File: config.mk
export PLATFORM = sky130hd
export DESIGN_NAME = clk_pulse_multi
export DESIGN_NICKNAME = d
export VERILOG_FILES = /design/src/rtl/clk_pulse_multi.sv
export SDC_FILE = /design/constraint.sdc
export NUM_CORES = 1
export LEC_CHECK = 0
export ABC_AREA = 0
export CAP_MARGIN = 20
export CELL_PAD_IN_SITES_DETAIL_PLACEMENT = 1
export CELL_PAD_IN_SITES_GLOBAL_PLACEMENT = 2
export CORE_ASPECT_RATIO = 1.75
export CORE_MARGIN = 2
export CORE_UTILIZATION = 28
export CTS_CLUSTER_DIAMETER = 30
export DETAILED_ROUTE_END_ITERATION = 7
export HOLD_SLACK_MARGIN = 0.12
export PLACE_DENSITY_LB_ADDON = 0.2
export SETUP_SLACK_MARGIN = 0.3
export SYNTH_ARGS = -nofsm -noshare
export SYNTH_HDL_FRONTEND = slang
export SYNTH_SLANG_ARGS = --single-unit
File: constraint.sdc
create_clock -name clk -period 1.95 [get_ports clk]
set_input_delay 0.39 -clock clk [delete_from_list [all_inputs] [get_ports clk]]
set_output_delay 0.39 -clock clk [all_outputs]
set_load 0.005 [all_outputs]
File: src/rtl/clk_pulse_multi.sv
// Multi-channel programmable pulse generator: one shared prescaled period counter,
// per-channel start/end windows. Optional per-channel polarity via CLK_PULSE_MULTI_INVERT_EN.
//
// state | meaning
// IDLE  | disabled, counters held at 0, pulses low
// ARMED | one-shot waiting for trig, counters held at 0
// RUN   | prescaler and period counter advancing, windows compared
module clk_pulse_multi #(
  parameter int CHANNELS    = 4,
  parameter int COUNT_WIDTH = 8,
  parameter int DIV_WIDTH   = 8,
  localparam int CH_W       = (CHANNELS > 1) ? $clog2(CHANNELS) : 1
) (
  input  logic                   clk,
  input  logic                   rst,
  input  logic                   en,
  input  logic                   mode,
  input  logic                   trig,
  input  logic [COUNT_WIDTH-1:0] period,
  input  logic [DIV_WIDTH-1:0]   div,
  input  logic                   cfg_we,
  input  logic [CH_W-1:0]        cfg_ch,
  input  logic [COUNT_WIDTH-1:0] cfg_start,
  input  logic [COUNT_WIDTH-1:0] cfg_end,
  input  logic                   cfg_invert,
  output logic [CHANNELS-1:0]    pulse,
  output logic                   busy,
  output logic                   cycle_done
);

  typedef enum logic [1:0] {IDLE, ARMED, RUN} state_t;

  state_t                 state_q, state_d;
  logic [COUNT_WIDTH-1:0] count_q, count_d;
  logic [DIV_WIDTH-1:0]   pre_q, pre_d;
  logic [COUNT_WIDTH-1:0] start_q [CHANNELS];
  logic [COUNT_WIDTH-1:0] start_d [CHANNELS];
  logic [COUNT_WIDTH-1:0] end_q   [CHANNELS];
  logic [COUNT_WIDTH-1:0] end_d   [CHANNELS];
  logic [CHANNELS-1:0]    pulse_q, pulse_d;
  logic                   done_q, done_d;
  logic [CHANNELS-1:0]    win;
  logic [CHANNELS-1:0]    pol;

`ifdef CLK_PULSE_MULTI_INVERT_EN
  logic [CHANNELS-1:0]    inv_q, inv_d;

  always_comb begin
    inv_d = inv_q;
    if (cfg_we && (int'(cfg_ch) < CHANNELS)) inv_d[cfg_ch] = cfg_invert;
  end

  always_ff @(posedge clk) begin
    if (rst) inv_q <= '0;
    else     inv_q <= inv_d;
  end

  assign pol = inv_q;
`else
  logic unused_cfg_invert;
  assign unused_cfg_invert = cfg_invert;
  assign pol = '0;
`endif

  // Window compare uses the registered count, so pulse trails count by one clock.
  always_comb begin
    win = '0;
    for (int i = 0; i < CHANNELS; i++)
      win[i] = (start_q[i] <= count_q) && (count_q < end_q[i]);
  end

  always_comb begin
    start_d = start_q;
    end_d   = end_q;
    if (cfg_we && (int'(cfg_ch) < CHANNELS)) begin
      start_d[cfg_ch] = cfg_start;
      end_d[cfg_ch]   = cfg_end;
    end
  end

  always_comb begin
    state_d = state_q;
    count_d = count_q;
    pre_d   = pre_q;
    pulse_d = '0;
    done_d  = 1'b0;
    if (!en) begin
      state_d = IDLE;
      count_d = '0;
      pre_d   = '0;
    end else begin
      case (state_q)
        IDLE:  state_d = mode ? ARMED : RUN;
        ARMED: if (trig) state_d = RUN;
        RUN: begin
          pulse_d = win ^ pol;
          if (pre_q == div) begin
            pre_d = '0;
            if (count_q == period) begin
              count_d = '0;
              done_d  = 1'b1;
              state_d = mode ? ARMED : RUN;
            end else begin
              count_d = count_q + 1'b1;
            end
          end else begin
            pre_d = pre_q + 1'b1;
          end
        end
        default: state_d = IDLE;
      endcase
    end
  end

  always_ff @(posedge clk) begin
    if (rst) begin
      state_q <= IDLE;
      count_q <= '0;
      pre_q   <= '0;
      pulse_q <= '0;
      done_q  <= 1'b0;
      start_q <= '{default: '0};
      end_q   <= '{default: '0};
    end else begin
      state_q <= state_d;
      count_q <= count_d;
      pre_q   <= pre_d;
      pulse_q <= pulse_d;
      done_q  <= done_d;
      start_q <= start_d;
      end_q   <= end_d;
    end
  end

  assign pulse      = pulse_q;
  assign busy       = (state_q == RUN);
  assign cycle_done = done_q;

endmodule
Word-level counts from Yosys, hierarchy flattened --
Cells that the tools add are included.
Word-level totals: flip-flop bits (word level) 87, input bits 41, output and inout port bits 6, logic and storage cells 59
Cells by class: add/sub/neg operators 2, magnitude comparators 10, equality and inequality tests 7, mux-type cells 12, bitwise operators 4, reductions and logical operators 11
Operators by type and width (count):
- 32-bit bitwise mux | 2
- 8-bit <= comparator | 4
- 8-bit < comparator | 4
- 8-bit 2-to-1 mux | 3
- 8-bit by 1-bit adder with 8-bit output (second input constant) | 2
- 8-bit demux with 2-bit select | 1
- 8-bit equality test | 2
- 2-bit 2-to-1 mux | 4
- 2-bit one-hot mux with 3 select lines | 1
- 1-bit logical AND | 5
- 2-bit by 1-bit != test with 1-bit output (second input constant) | 2
- 4-bit OR reduction | 1
- 3-bit >= comparator (second input constant) | 1
- 3-bit by 1-bit < comparator with 1-bit output (second input constant) | 1
- 1-bit NOT | 3
- 2-bit NOT with 3-bit output | 1
- 3-bit AND reduction | 1
- 3-bit OR reduction | 1
- 2-bit by 1-bit equality test with 1-bit output (second input constant) | 1
- 2-bit equality test (second input constant) | 1
- 2-bit logical NOT | 1
- 2-bit != test (second input constant) | 1
- 2-bit AND reduction | 1
- 2-bit OR reduction | 1
- 1-bit 2-to-1 mux | 1

Logic depth before layout (Yosys ltp) --
word-level depth 6, gate-level depth with buffers 8, depth with buffers taken out 7

Worst setup path before layout --
Ideal clock, no wire load.
path type flip-flop to flip-flop, start register count_q[0], end register count_q[4], library setup time 0.117 ns, arrival time 1.604 ns, data required time 1.833 ns, setup slack 0.229 ns, stages on the path, launching flop included 7, path buffers 1, clock period less this slack 1.721 ns, path through dfxtp_1 -> buf_6 -> xor2_1 -> nor4_4 -> nand2_2 -> a211o_1 -> a32o_1
On the way: longest elaborated chain between the ends 2, elaborated cells between the ends (all ways) 3, classes of those cells add/sub (1); eq/ne (1); mux (1)
Ends and longest elaborated chain:
- start, declared | line 34 | logic [COUNT_WIDTH-1:0] count_q, count_d;
- start signal, assigned | line 126 | count_q <= count_d;
- 8-bit by 1-bit adder with 8-bit output / 8-bit equality test (equally long branches) | line 104, 99
- 8-bit 2-to-1 mux * | line 99 | if (count_q == period) begin
Every way passes the cells marked *; elsewhere a longest branch is shown, timed or not. A chain may end at the register's enable or synchronous reset.

Worst setup path in the final report --
start register count_q[3], end register count_q[4]
The elaborated chain is that of the path after synthesis.

==> metrics.cfg <==
[status]
outcome = finished clean

[floorplanning]
coreArea_sq_mm = 0.0169
fp.dieH_um = 178
io_pins = 47
initial_core_util = 0.285
rows = 63
die-area_sq_mm = 0.0184
die_w_um = 103

[power]
power_uw = 4040
pwr-share-clk = 0.410
switchingPower_uw = 1070
intPower_uw = 2970
p_comb_frac = 0.132
netSwitchingFraction = 0.264
pwr-share-seq = 0.458
peakVddDrop_v = 0.000327
powerDensity_mw_per_mm2 = 614
p_leak_uw = 0.00258

[routing]
via_per_inst = 4.90
drt-total-wl_um = 16400
drc = 0
wl_per_cell_um = 17.9
via_count = 4474
drtIter0Drc = 83
drtAntennaViolNets = 0
dr.pass1.iters = 6

[cells_and_area]
final.fill_count = 2009
n_antenna_cell = 0
seq_area_sq_mm = 0.00177
nets = 784
syn_to_final_growth_pct = 36.3
multi_input_area_sq_mm = 0.00312
final_area_sq_mm = 0.00658
final_util = 0.388
layout-drive-gt1-share = 0.203
finalNonFillerCells = 913

[job]
maxCapViolations = 0

[logic_synthesis]
ys_async_sr_fraction = 0
ys_seq_area_frac = 0.361
synth_edf_count = 0
ys_warn_count = 0
netlist_area_sq_mm = 0.00483
synth_seq_cells = 87
synth_cells = 593
avgSynthCellArea_sq_um = 8.14
syn-num-nets = 696
synth_flop_cell = dfxtp_1
synth_cell_type_count = 50

[critical_path]
cp_max_fo = 5
end_kind = register
start_kind = register
cp.depth = 6
crit_path_cell_trace = buf_6 > xor2_2 > nor4_4 > nand2_2 > a211o_1 > a32o_2
cp_num_buf_inv = 1
required_ns = 2.18
cp_data_arrival_time_ns = 2.01
path_class = register to register
critPathMaxStageDelay_ns = 0.35
crit_slowest_cell = nor4_4
crit_family = compound AO/OA/AOI/OAI gates
reg2reg_depth = 6

[clock_network]
cts_max_level = 3
tritoncts = built
cts.sinks = 87
cts_max_path_buffers = 2
root_buffer = clkbuf_16
clk_latency_ns = 0.35
clk_pin_slew_ns = 0.07
cts_hold_buffers = 0
numCtsBuffers = 9

[placement]
place_inst = 889
hpwl_um = 12300
place_area_sq_mm = 0.00593
portBuffers = 45
gp_congestion = 0.814

[timing]
setup_viol = 0
min_period_ns = 1.78
finalHoldViolCount = 0
period_share = 0.911
fmax_mhz = 563
drv_slew = 0
slew_headroom = 0.498
hold_ws_ns = 0.457
final.setup_skew_ns = 0.00792
max_slew.worst_pin.slew_ns = 0.752
rsz0062_at_grt = true

[grt]
grt_pass1_vias = 4772
grt_pass1_wl_um = 25400
gr-usage-all-layers = 0.185
overflow = 0
grt_max_degree = 65
antenna_found_initial = 0

[worst_hold_path]
min_path_cells = 2
hold_class = register to register

## through the flow
stage,worst slack [ns],TNS [ns]
floorplan,0.297,0
global placement,-0.167,-2.71
detailed placement,-0.205,-3.07
CTS,0.175,0
global route,0.103,0
finish,0.173,0
## worst paths after layout
check,to,from,slack (ns)
max,count_q[4],count_q[3],0.17
min,start_q[24],start_q[24],0.46
max reg2reg,count_q[4],count_q[3],0.17
min reg2reg,start_q[24],start_q[24],0.46
## layout make-up
type / count / share of cell area
Multi-Input combinational cell: 437 / 0.473
Sequential cell: 87 / 0.269
Timing Repair Buffer: 101 / 0.147
Tap cell: 227 / 0.0432
Clock buffer: 12 / 0.0375
Inverter: 45 / 0.0260
Clock inverter: 4 / 0.00475
## synth_stat cells (all sizes together) (3+ instances only)
cell / number / share of area
o21a: 3 / 0.0047
a21oi: 77 / 0.080
o21ai: 10 / 0.010
inv: 45 / 0.035
nor2: 18 / 0.014
nor3: 7 / 0.0073
xnor2: 16 / 0.029
nand2b: 6 / 0.0078
nor2b: 4 / 0.0052
clkbuf: 20 / 0.016
nor4: 5 / 0.013
ha: 62 / 0.16
o221ai: 3 / 0.0054
buf: 4 / 0.0065
dfxtp: 87 / 0.36
a211oi: 10 / 0.016
nand2: 139 / 0.11
a21o: 19 / 0.030
xor2: 10 / 0.018
nand3: 7 / 0.0073
and4: 5 / 0.0091
nand4: 12 / 0.017
and3: 3 / 0.0041
## metal layers
metal  vias to the layer above  track usage  wire (um)
met5                         -            0          0
met4                         0       0.0691        354
met3                        19       0.0244        415
met2                        66        0.355       9340
met1                      2192        0.200       6250
li1                       2197            -          -
## worst register-to-register path, delay by kind of cell (launching register included)
kind | cells | cell delay [ns]
XOR/XNOR | 1 | 0.19
AND/OR/NAND/NOR | 2 | 0.49
buffers and inverters | 1 | 0.13
flip-flops | 1 | 0.33
AO/OA/AOI/OAI | 2 | 0.54
## repair_timing
| item | 4_1_cts | 5_1_grt |
|---|---|---|
| buffers inserted | 4 | 4 |
| gates resized for setup | 42 | 40 |
| pin swaps | 21 | 18 |
| setup endpoints to repair | 23 | 24 |
## power groups by stage
stage | clock [uW] | combinational [uW] | sequential, uW
CTS | 1720 | 523 | 1850
detailed placement | 0 | 505 | 1890
floorplan | 0 | 251 | 1880
finish | 1660 | 533 | 1850
global placement | 0 | 491 | 1890
global route | 1780 | 589 | 1850
## flip-flops by register name (all words and copies together), names as in the netlist
name / count
start_q: 32
state_q: 2
cycle_done: 1
count_q: 8
pulse: 4
end_q: 32
pre_q: 8
## layout by cell type (no fill, tap or decap), drive strengths merged, types with 2 or more instances in the layout
cell type / Yosys / routed
clkinvlp: 0 / 3
nand3: 7 / 7
clkbuf: 20 / 12
o21a: 3 / 3
or2: 2 / 2
nor2: 18 / 18
nor2b: 4 / 4
dlygate4sd2: 0 / 10
nand4: 12 / 12
a21o: 19 / 19
nand2: 139 / 139
buf: 4 / 57
o21ai: 10 / 10
xor2: 10 / 10
nor3: 7 / 7
and4: 5 / 5
a211oi: 10 / 10
a21oi: 77 / 77
nor4: 5 / 5
clkdlybuf4s50: 0 / 33
ha: 62 / 62
o221ai: 3 / 3
nand2b: 6 / 6
inv: 45 / 45
or3: 2 / 2
o31ai: 2 / 2
dfxtp: 87 / 87
xnor2: 16 / 16
and3: 3 / 3
## cells by family (layout without fill, tap and decap cells)
family                   after synthesis  count (layout)  share of synthesized area
multiplexers                           1               1                    0.00207
AO/OA/AOI/OAI                        133             133                      0.165
XOR/XNOR                              26              26                     0.0472
flip-flops                            87              87                      0.361
buffers and inverters                 69             162                     0.0570
adder cells (fa/ha/maj)               62              62                      0.161
AND/OR/NAND/NOR                      215             215                      0.207
(Power assumes the default switching activity.)
